`config.mk`:
```
export PLATFORM = sky130hd
export DESIGN_NAME = mem_port_arbiter_flat
export DESIGN_NICKNAME = d
export VERILOG_FILES = /design/src/rtl/mem_port_arbiter_if.sv /design/src/rtl/mem_port_arbiter.sv /design/src/flat_wrapper.sv
export SDC_FILE = /design/constraint.sdc
export NUM_CORES = 1
export LEC_CHECK = 0
export CORE_ASPECT_RATIO = 2
export CORE_UTILIZATION = 40
export CTS_BUF_LIST = sky130_fd_sc_hd__clkbuf_2
export DETAILED_ROUTE_END_ITERATION = 10
export HOLD_SLACK_MARGIN = 0.08
export MAX_ROUTING_LAYER = met4
export PLACE_DENSITY = 0.79
export SETUP_SLACK_MARGIN = 0.02
export SLEW_MARGIN = 20
export SYNTH_ARGS = -nofsm -noshare
export SYNTH_HDL_FRONTEND = slang
export SYNTH_SLANG_ARGS = --single-unit
```
`constraint.sdc`:
```
create_clock -name clk -period 4.2 [get_ports clk]
set_input_delay 0.42 -clock clk [delete_from_list [all_inputs] [get_ports clk]]
set_output_delay 0.42 -clock clk [all_outputs]
set_load 0.1 [all_outputs]
```
`src/rtl/mem_port_arbiter_if.sv`:
```
//------------------------------------------------------------------------------
// mem_port_arbiter_if : I-port, D-port and memory-side bundle of the arbiter.
// Revision: 1.0
//------------------------------------------------------------------------------
`default_nettype none

interface mem_port_arbiter_if #(
  parameter int WORD_SIZE = 16
);
  logic                 i_req;
  logic [WORD_SIZE-1:0] i_addr;
  logic [WORD_SIZE-1:0] i_rdata;
  logic                 i_done;
  logic                 i_stall;
  logic                 d_req;
  logic                 d_we;
  logic [WORD_SIZE-1:0] d_addr;
  logic [WORD_SIZE-1:0] d_wdata;
  logic [WORD_SIZE-1:0] d_rdata;
  logic                 d_done;
  logic                 d_stall;
  logic                 m_req;
  logic                 m_we;
  logic [WORD_SIZE-1:0] m_addr;
  logic [WORD_SIZE-1:0] m_wdata;
  logic [WORD_SIZE-1:0] m_rdata;
  logic [15:0]          i_grants;
  logic [15:0]          d_grants;

  // master: the arbiter itself; slave: datapath plus memory model
  modport master (
    input  i_req, i_addr, d_req, d_we, d_addr, d_wdata, m_rdata,
    output i_rdata, i_done, i_stall, d_rdata, d_done, d_stall,
           m_req, m_we, m_addr, m_wdata, i_grants, d_grants
  );

  modport slave (
    output i_req, i_addr, d_req, d_we, d_addr, d_wdata, m_rdata,
    input  i_rdata, i_done, i_stall, d_rdata, d_done, d_stall,
           m_req, m_we, m_addr, m_wdata, i_grants, d_grants
  );
endinterface

`default_nettype wire

```
`src/rtl/mem_port_arbiter.sv`:
```
//------------------------------------------------------------------------------
// mem_port_arbiter : shares one fixed-latency memory between I and D ports.
// Optional macro ARB_STARVE_GUARD_EN bounds D grants while I is waiting.
// Revision: 1.0
//------------------------------------------------------------------------------
`default_nettype none

module mem_port_arbiter #(
  parameter int WORD_SIZE    = 16,
  parameter int LATENCY      = 4,
  parameter int MAX_D_STREAK = 3
) (
  input  wire logic           clk,
  input  wire logic           reset,
  mem_port_arbiter_if.master  bus
);

  localparam logic [3:0] c_last_cnt = 4'(LATENCY - 1);

  if (LATENCY < 1 || LATENCY > 15 || MAX_D_STREAK < 1 || MAX_D_STREAK > 15) begin : g_bad_cfg
    $error("mem_port_arbiter: LATENCY or MAX_D_STREAK out of range 1..15");
  end

  typedef enum logic [1:0] {
    ST_IDLE = 2'd0,
    ST_BUSY = 2'd1,
    ST_DONE = 2'd2
  } state_t;

  state_t               r_state;
  state_t               w_state_nxt;
  logic [3:0]           r_cnt;
  logic                 r_owner_d;
  logic                 r_m_req;
  logic                 r_m_we;
  logic [WORD_SIZE-1:0] r_m_addr;
  logic [WORD_SIZE-1:0] r_m_wdata;
  logic [WORD_SIZE-1:0] r_i_rdata;
  logic [WORD_SIZE-1:0] r_d_rdata;
  logic                 r_i_done;
  logic                 r_d_done;
  logic [15:0]          r_i_grants;
  logic [15:0]          r_d_grants;
  logic                 w_grant_i;
  logic                 w_grant_d;
  logic                 w_last;
  logic                 w_force_i;

`ifdef ARB_STARVE_GUARD_EN
  localparam logic [3:0] c_max_streak = 4'(MAX_D_STREAK);
  logic [3:0] r_streak;

  // Streak only grows while I is actually being passed over
  always_ff @(posedge clk or posedge reset) begin
    if (reset) begin
      r_streak <= 4'd0;
    end else if (w_grant_i) begin
      r_streak <= 4'd0;
    end else if (w_grant_d) begin
      r_streak <= bus.i_req ? r_streak + 4'd1 : 4'd0;
    end
  end

  assign w_force_i = bus.i_req && (r_streak == c_max_streak);
`else
  assign w_force_i = 1'b0;
`endif

  always_ff @(posedge clk or posedge reset) begin
    if (reset) begin
      r_state <= ST_IDLE;
    end else begin
      r_state <= w_state_nxt;
    end
  end

  always_comb begin
    w_state_nxt = r_state;
    w_grant_i   = 1'b0;
    w_grant_d   = 1'b0;
    w_last      = 1'b0;
    case (r_state)
      ST_IDLE: begin
        if (bus.d_req && !w_force_i) begin
          w_grant_d   = 1'b1;
          w_state_nxt = ST_BUSY;
        end else if (bus.i_req) begin
          w_grant_i   = 1'b1;
          w_state_nxt = ST_BUSY;
        end
      end
      ST_BUSY: begin
        w_last = (r_cnt == c_last_cnt);
        if (w_last) begin
          w_state_nxt = ST_DONE;
        end
      end
      ST_DONE: begin
        w_state_nxt = ST_IDLE;
      end
      default: begin
        w_state_nxt = ST_IDLE;
      end
    endcase
  end

  // The m_* registers double as the latched copy of the granted request
  always_ff @(posedge clk or posedge reset) begin
    if (reset) begin
      r_cnt      <= 4'd0;
      r_owner_d  <= 1'b0;
      r_m_req    <= 1'b0;
      r_m_we     <= 1'b0;
      r_m_addr   <= '0;
      r_m_wdata  <= '0;
      r_i_rdata  <= '0;
      r_d_rdata  <= '0;
      r_i_done   <= 1'b0;
      r_d_done   <= 1'b0;
      r_i_grants <= 16'd0;
      r_d_grants <= 16'd0;
    end else begin
      r_i_done <= 1'b0;
      r_d_done <= 1'b0;
      if (w_grant_i || w_grant_d) begin
        r_owner_d <= w_grant_d;
        r_cnt     <= 4'd0;
        r_m_req   <= 1'b1;
        r_m_we    <= w_grant_d && bus.d_we;
        r_m_addr  <= w_grant_d ? bus.d_addr : bus.i_addr;
        r_m_wdata <= w_grant_d ? bus.d_wdata : '0;
        if (w_grant_d) begin
          r_d_grants <= r_d_grants + 16'd1;
        end else begin
          r_i_grants <= r_i_grants + 16'd1;
        end
      end else if (r_state == ST_BUSY) begin
        r_cnt <= r_cnt + 4'd1;
        if (w_last) begin
          r_m_req <= 1'b0;
          r_m_we  <= 1'b0;
          if (r_owner_d) begin
            r_d_done <= 1'b1;
            if (!r_m_we) begin
              r_d_rdata <= bus.m_rdata;
            end
          end else begin
            r_i_done  <= 1'b1;
            r_i_rdata <= bus.m_rdata;
          end
        end
      end
    end
  end

  assign bus.m_req    = r_m_req;
  assign bus.m_we     = r_m_we;
  assign bus.m_addr   = r_m_addr;
  assign bus.m_wdata  = r_m_wdata;
  assign bus.i_rdata  = r_i_rdata;
  assign bus.d_rdata  = r_d_rdata;
  assign bus.i_done   = r_i_done;
  assign bus.d_done   = r_d_done;
  assign bus.i_grants = r_i_grants;
  assign bus.d_grants = r_d_grants;
  assign bus.i_stall  = bus.i_req && !r_i_done;
  assign bus.d_stall  = bus.d_req && !r_d_done;

endmodule

`default_nettype wire

```
`src/flat_wrapper.sv`:
```
// flat-port wrapper written by rule: the top's interface ports become plain ports
module mem_port_arbiter_flat 
#(
  parameter int WORD_SIZE    = 16,
  parameter int LATENCY      = 4,
  parameter int MAX_D_STREAK = 3
)
  (clk, reset, bus_i_req, bus_i_addr, bus_d_req, bus_d_we, bus_d_addr, bus_d_wdata, bus_m_rdata, bus_i_rdata, bus_i_done, bus_i_stall, bus_d_rdata, bus_d_done, bus_d_stall, bus_m_req, bus_m_we, bus_m_addr, bus_m_wdata, bus_i_grants, bus_d_grants);
  mem_port_arbiter_if #(.WORD_SIZE(WORD_SIZE)) bus_i ();
  input  wire logic clk;
  input  wire logic reset;
  input wire logic [$bits(bus_i.i_req)-1:0] bus_i_req;
  input wire logic [$bits(bus_i.i_addr)-1:0] bus_i_addr;
  input wire logic [$bits(bus_i.d_req)-1:0] bus_d_req;
  input wire logic [$bits(bus_i.d_we)-1:0] bus_d_we;
  input wire logic [$bits(bus_i.d_addr)-1:0] bus_d_addr;
  input wire logic [$bits(bus_i.d_wdata)-1:0] bus_d_wdata;
  input wire logic [$bits(bus_i.m_rdata)-1:0] bus_m_rdata;
  output wire logic [$bits(bus_i.i_rdata)-1:0] bus_i_rdata;
  output wire logic [$bits(bus_i.i_done)-1:0] bus_i_done;
  output wire logic [$bits(bus_i.i_stall)-1:0] bus_i_stall;
  output wire logic [$bits(bus_i.d_rdata)-1:0] bus_d_rdata;
  output wire logic [$bits(bus_i.d_done)-1:0] bus_d_done;
  output wire logic [$bits(bus_i.d_stall)-1:0] bus_d_stall;
  output wire logic [$bits(bus_i.m_req)-1:0] bus_m_req;
  output wire logic [$bits(bus_i.m_we)-1:0] bus_m_we;
  output wire logic [$bits(bus_i.m_addr)-1:0] bus_m_addr;
  output wire logic [$bits(bus_i.m_wdata)-1:0] bus_m_wdata;
  output wire logic [$bits(bus_i.i_grants)-1:0] bus_i_grants;
  output wire logic [$bits(bus_i.d_grants)-1:0] bus_d_grants;
  assign bus_i.i_req = bus_i_req;
  assign bus_i.i_addr = bus_i_addr;
  assign bus_i.d_req = bus_d_req;
  assign bus_i.d_we = bus_d_we;
  assign bus_i.d_addr = bus_d_addr;
  assign bus_i.d_wdata = bus_d_wdata;
  assign bus_i.m_rdata = bus_m_rdata;
  assign bus_i_rdata = bus_i.i_rdata;
  assign bus_i_done = bus_i.i_done;
  assign bus_i_stall = bus_i.i_stall;
  assign bus_d_rdata = bus_i.d_rdata;
  assign bus_d_done = bus_i.d_done;
  assign bus_d_stall = bus_i.d_stall;
  assign bus_m_req = bus_i.m_req;
  assign bus_m_we = bus_i.m_we;
  assign bus_m_addr = bus_i.m_addr;
  assign bus_m_wdata = bus_i.m_wdata;
  assign bus_i_grants = bus_i.i_grants;
  assign bus_d_grants = bus_i.d_grants;
  mem_port_arbiter #(.WORD_SIZE(WORD_SIZE), .LATENCY(LATENCY), .MAX_D_STREAK(MAX_D_STREAK)) u_core (.clk(clk), .reset(reset), .bus(bus_i));
endmodule
```
==> flow_summary.json, run 1 <==
{
  "cap_viol_max_count": 0,
  "cp_slowest_cell": "clkdlybuf4s50_1",
  "crit_arrival_ns": 2.30,
  "slew_headroom_pct": 30.7,
  "path_buf_inv": 1,
  "finalCritPeriodShare_pct": 64.7,
  "yosys_register_bits": 107,
  "fin_worst_skew_ns": 0.0319,
  "async_flop_share_pct": 100,
  "fin_crit_ns": 2.72,
  "synth.avg_cell_area_um2": 12.3,
  "tns_ns": 0,
  "cts_resized": 0,
  "grt_pass1_vias": 3704,
  "synth_mux_area_share_pct": 8.07,
  "synthAdderAreaFrac_pct": 0.840,
  "grt_pass1_wl_mm": 17.9,
  "synth.most_common_cell": "dfrtp_1",
  "syn_to_final_growth_pct": 43.6,
  "antenna_found_initial": 1,
  "critPathMaxStageDelay_ns": 1.18,
  "synth_top_cell_by_area": "dfrtp_1",
  "synth_simple_gate_area_share_pct": 14.6,
  "postCtsHoldBufs": 0,
  "pin_count": 171,
  "finalSetupViolCount": 0,
  "cts_setup_buffers": 0,
  "hold_path_class": "primary input to async pin",
  "grt_max_degree": 41,
  "start_kind": "register",
  "synth_top_family_by_area": "simple AND/OR/NAND/NOR gates",
  "worstPathRequired_ns": 3.78,
  "criticalPathCategory": "register to output port",
  "synth_edf_count": 0,
  "hold_viol": 0,
  "fmax_ghz": 0.368,
  "yosys_most_used_dff": "dfrtp_1",
  "crit_fanout": 6,
  "synth_compound_area_share_pct": 7.59,
  "syn-cell-area_um2": 4470,
  "rsz0062_at_grt": "false",
  "drt-total-wl_mm": 11.4,
  "cts_buffers": 9,
  "clock_latency_ns": 0.59,
  "yosysWarnings": 0,
  "num_vias": 3421,
  "htreeDepth": 3,
  "grt_overflow": 0,
  "start_util_pct": 41.1,
  "crit_family": "buffers and inverters",
  "ctsLongestPathBuffers": 2,
  "grtUsageTotal_pct": 20.7,
  "drive_gt1_share_pct": 12.2,
  "end_kind": "output port",
  "fillCellCount": 926,
  "netlist_top_cells_count": "dfrtp_1, nand2_1, mux2_2",
  "drtIter0Drc": 87,
  "wl_per_cell_um": 16.9,
  "yosys.area.top_type_share_pct": 59.9,
  "clkSinkCount": 107,
  "die_area_um2": 11600,
  "crit_path_cell_trace": "clkdlybuf4s50_1",
  "drc": 0,
  "yosys.area_share.xor_xnor_pct": 6.27,
  "synthDistinctLibCells": 36,
  "synth_seq_area_share_pct": 59.9,
  "ant_nets": 0,
  "status": "finished, final reports clean",
  "dpl.hpwl_mm": 8.43,
  "coreArea_um2": 10900,
  "avgViaCountPerCell": 5.08,
  "first_pass_iters": 4,
  "gp_congestion": 0.823,
  "synthCells": 362,
  "synthTopCellsByArea": "dfrtp_1, mux2_2, xnor2_1, nand2_1, a22o_1",
  "path_clk_slew_ns": 0.30,
  "tightestPinTransition_ns": 1.04,
  "cts_root_buf": "clkbuf_2",
  "final_max_slew_viol_count": 0,
  "cts_tree": "built",
  "finalNetCount": 600,
  "placementRows": 54,
  "synth_nets": 434,
  "die_h_um": 151,
  "numPortBuffers": 170,
  "die_x_um": 76.7
}
routing by layer:
metal / wire [µm] / GRT usage (%) / vias up
met5: 0 / - / -
met4: 333 / 10.5 / 0
met3: 442 / 3.01 / 28
met2: 6440 / 37.3 / 113
met1: 4200 / 21.9 / 1683
li1: - / - / 1597
metrics by stage:
| step | util [%] | cell area, µm² | hold WS, ns | instances | setup WS [ns] |
|---|---|---|---|---|---|
| global route | 59.0 | 6420 | 0.0929 | 674 | 1.41 |
| CTS | 59.0 | 6410 | 0.0838 | 673 | 1.44 |
| detailed placement | 57.6 | 6270 | 0.470 | 657 | 1.58 |
| finish | 59.0 | 6420 | 0.122 | 674 | 1.48 |
| floorplan | - | 4470 | 0.476 | 362 | 0.963 |
| global placement | 57.6 | 6270 | 0.464 | 657 | 1.68 |
path summary, 6_finish.rpt:
check / from / endpoint / slack (ns) / cells past startpoint
min in group clk: bus_d_wdata[9] / u_core.bus.m_wdata[9]$_DFFE_PP0N_ / 0.41 / 2
worst min-delay path: reset / u_core.bus.i_rdata[14]$_DFFE_PP0P_ / 0.12 / 2
max in group asynchronous: reset / u_core.r_owner_d$_DFFE_PP0N_ / 3.22 / 3
worst min register to register: u_core.bus.i_grants[15]$_DFFE_PP0P_ / u_core.bus.i_grants[15]$_DFFE_PP0P_ / 0.50 / 1
worst max-delay path: u_core.bus.d_grants[4]$_DFFE_PP0P_ / bus_d_grants[4] / 1.48 / 1
worst max register to register: u_core.r_cnt[0]$_DFFE_PP0P_ / u_core.bus.i_rdata[4]$_DFFE_PP0P_ / 1.85 / 5
area by class of cell:
cell class,count,area (µm²),area share (%)
timing repair buffer,174,1730,26.9
sequential,107,2680,41.7
antenna,1,2.50,0.0390
clock buffer,9,45.0,0.702
tap,140,175,2.73
clock inverter,7,100,1.56
inverter,3,13.8,0.215
multi-input combinational,233,1680,26.1
cells in the final DEF, fill, tap and decap left out, types with 3 or more instances in the layout:
| cell type | Yosys | final |
|---|---|---|
| clkdlybuf4s50_1 | 0 | 168 |
| dfrtp_1 | 107 | 107 |
| nand2_1 | 40 | 40 |
| mux2_2 | 32 | 32 |
| xnor2_1 | 24 | 24 |
| o21ai_0 | 20 | 19 |
| nand3_1 | 16 | 16 |
| a22o_1 | 16 | 16 |
| and3b_1 | 15 | 15 |
| a21oi_1 | 15 | 15 |
| nand4_1 | 9 | 9 |
| clkbuf_2 | 0 | 9 |
| xor2_1 | 8 | 8 |
| nor2_1 | 6 | 6 |
| buf_4 | 1 | 6 |
| nor2b_1 | 4 | 4 |
| and3_1 | 3 | 3 |
| nor2_2 | 3 | 3 |
| ha_1 | 3 | 3 |
registers in the layout, summed over array words and instances, names as in the netlist:
signal and cells:
u_core.bus.d_done 1, u_core.bus.d_grants 16, u_core.bus.d_rdata 16, u_core.bus.i_done 1, u_core.bus.i_grants 16, u_core.bus.i_rdata 16, u_core.bus.m_addr 16, u_core.bus.m_req 1
u_core.bus.m_wdata 16, u_core.bus.m_we 1, u_core.r_cnt 4, u_core.r_owner_d 1, u_core.r_state 2
logic make-up (layout without fill, tap and decap cells):
kind of cell             count (synthesis)  after routing
XOR/XNOR                                32             32
AO/OA/AOI/OAI                           54             54
adder cells (fa/ha/maj)                  3              3
other                                    0              1
multiplexers                            32             32
buffers and inverters                   22            193
flip-flops                             107            107
AND/OR/NAND/NOR                        112            112
Power of run 1 is not shown: default switching activity piles up to over one toggle a cycle in this logic, so the estimate is an artifact.
==> run 2: changes to the inputs <==
clock period = 2.7 ns   (was 4.2 ns; I/O delays follow)
==> run 2 against run 1 <==
  * Sequential share of layout area grew 1.4 points
  * Via count grew 0.41%
  * Worst hold slack gained 0.057 ns
  * Utilization shrank 1.9 points
  * Critical path depth grew 5
  * First-iteration DRC count grew 77%
  * Final area shrank 3.3%
  * Cell count grew 0.59%
  * Die area is the same
  * Count of clock-buffer cells in the layout grew 2
  * Setup slack lost 0.73 ns
  * Clock skew is essentially flat
  * Critical path type is now register to register
==> flow_summary.json, run 2 (synthesized netlist as in run 1, its figures left out) <==
{
  "status": "finished, final reports clean",
  "cts_tree": "built",
  "fin_worst_skew_ns": 0.0316,
  "grtUsageTotal_pct": 20.2,
  "fin_crit_ns": 1.95,
  "grt_overflow": 0,
  "fillCellCount": 953,
  "clock_latency_ns": 0.56,
  "start_util_pct": 41.1,
  "reg2regPathDepth": 6,
  "drc": 0,
  "first_pass_iters": 4,
  "final_max_slew_viol_count": 0,
  "antenna_found_initial": 1,
  "cap_viol_max_count": 0,
  "clkSinkCount": 107,
  "start_kind": "register",
  "grt_pass1_wl_mm": 17.5,
  "pin_count": 171,
  "die_area_um2": 11600,
  "finalSetupViolCount": 0,
  "htreeDepth": 3,
  "multi_input_area_um2": 1680,
  "hold_path_class": "primary input to async pin",
  "dpl.hpwl_mm": 8.00,
  "placementRows": 54,
  "fmax_ghz": 0.513,
  "postCtsHoldBufs": 0,
  "wl_per_cell_um": 16.3,
  "tightestPinTransition_ns": 0.570,
  "crit_fanout": 17,
  "cp_slowest_cell": "dfrtp_1",
  "path_clk_slew_ns": 0.28,
  "cts_root_buf": "clkbuf_2",
  "cts_resized": 0,
  "hold_viol": 0,
  "crit_arrival_ns": 2.41,
  "die_h_um": 151,
  "crit_path_cell_trace": "ha_1 -> nor3b_1 -> nand2_1 -> nor2_2 -> buf_4 -> mux2_2",
  "rsz0062_at_grt": "false",
  "ctsLongestPathBuffers": 2,
  "grt_pass1_vias": 3584,
  "slew_headroom_pct": 62.0,
  "drive_gt1_share_pct": 31.1,
  "worstPathRequired_ns": 3.17,
  "gp_congestion": 0.803,
  "ff_latch_area_um2": 2680,
  "cts_buffers": 9,
  "drtIter0Drc": 154,
  "critPathMaxStageDelay_ns": 0.45,
  "avgViaCountPerCell": 5.07,
  "cts_setup_buffers": 0,
  "finalNetCount": 604,
  "final_cell_mix": "buf_4, dfrtp_1, clkdlybuf4s50_1",
  "ant_nets": 0,
  "criticalPathCategory": "register to register",
  "syn_to_final_growth_pct": 38.9,
  "tns_ns": 0,
  "num_vias": 3435,
  "end_kind": "register",
  "die_x_um": 76.7,
  "finalCritPeriodShare_pct": 72.2,
  "numPortBuffers": 170,
  "grt_max_degree": 108,
  "coreArea_um2": 10900,
  "drt-total-wl_mm": 11.0
}
==> run 2: changes by cell type in the layout (fill, tap and decap cells not counted), moves of 2 or more <==
cell,change
buf_12,+3
clkinv_1,+2
clkdlybuf4s50_1,-100
clkbuf_2,+2
buf_4,+101
==> run 2: final cells by class <==
cell class / instances / share of cell area (%)
diodes: 1 / 0.0403
clock buffers: 11 / 0.887
clock inverters: 5 / 0.867
inverters: 3 / 0.242
multi-input cells: 233 / 27.1
flip-flops and latches: 107 / 43.1
well taps: 140 / 2.82
repair buffers: 178 / 24.9
==> run 2: metal layers <==
layer / GRT usage (%) / up-vias / routed length (µm)
li1: - / 1604 / -
met1: 20.8 / 1686 / 4010
met2: 36.6 / 121 / 6160
met3: 3.92 / 24 / 521
met4: 9.81 / 0 / 329
met5: - / - / 0
==> run 2: final timing paths <==
check / endpoint / from / slack, ns
max: u_core.bus.i_rdata[11]$_DFFE_PP0P_ / u_core.r_cnt[1]$_DFFE_PP0P_ / 0.75
min: u_core.bus.m_wdata[8]$_DFFE_PP0N_ / reset / 0.18
max reg2reg: u_core.bus.i_rdata[11]$_DFFE_PP0P_ / u_core.r_cnt[1]$_DFFE_PP0P_ / 0.75
min reg2reg: u_core.bus.d_grants[15]$_DFFE_PP0P_ / u_core.bus.d_grants[15]$_DFFE_PP0P_ / 0.49
max in group asynchronous: u_core.r_owner_d$_DFFE_PP0N_ / reset / 2.09
min in group clk: u_core.bus.m_wdata[1]$_DFFE_PP0N_ / bus_d_wdata[1] / 0.31
==> run 2: worst max-delay path, delay by kind of cell, from the launching register on <==
kind / cells / cell delay, ns
mux: 1 / 0.37
fa+ha+maj: 1 / 0.17
simple gates: 3 / 0.57
buf+inv: 1 / 0.28
flops: 1 / 0.45
==> run 2: per-stage QoR <==
step / hold slack (ns) / instances / instance area (µm²) / utilization (%) / setup slack, ns
global placement: 0.463 / 661 / 6090 / 56.0 / 0.535
floorplan: 0.399 / 362 / 4470 / - / 0.137
global route: 0.160 / 678 / 6210 / 57.1 / 0.609
detailed placement: 0.470 / 661 / 6090 / 56.0 / 0.512
finish: 0.179 / 678 / 6210 / 57.1 / 0.751
CTS: 0.166 / 677 / 6200 / 57.0 / 0.760
Power of run 2 is left out for the same reason.
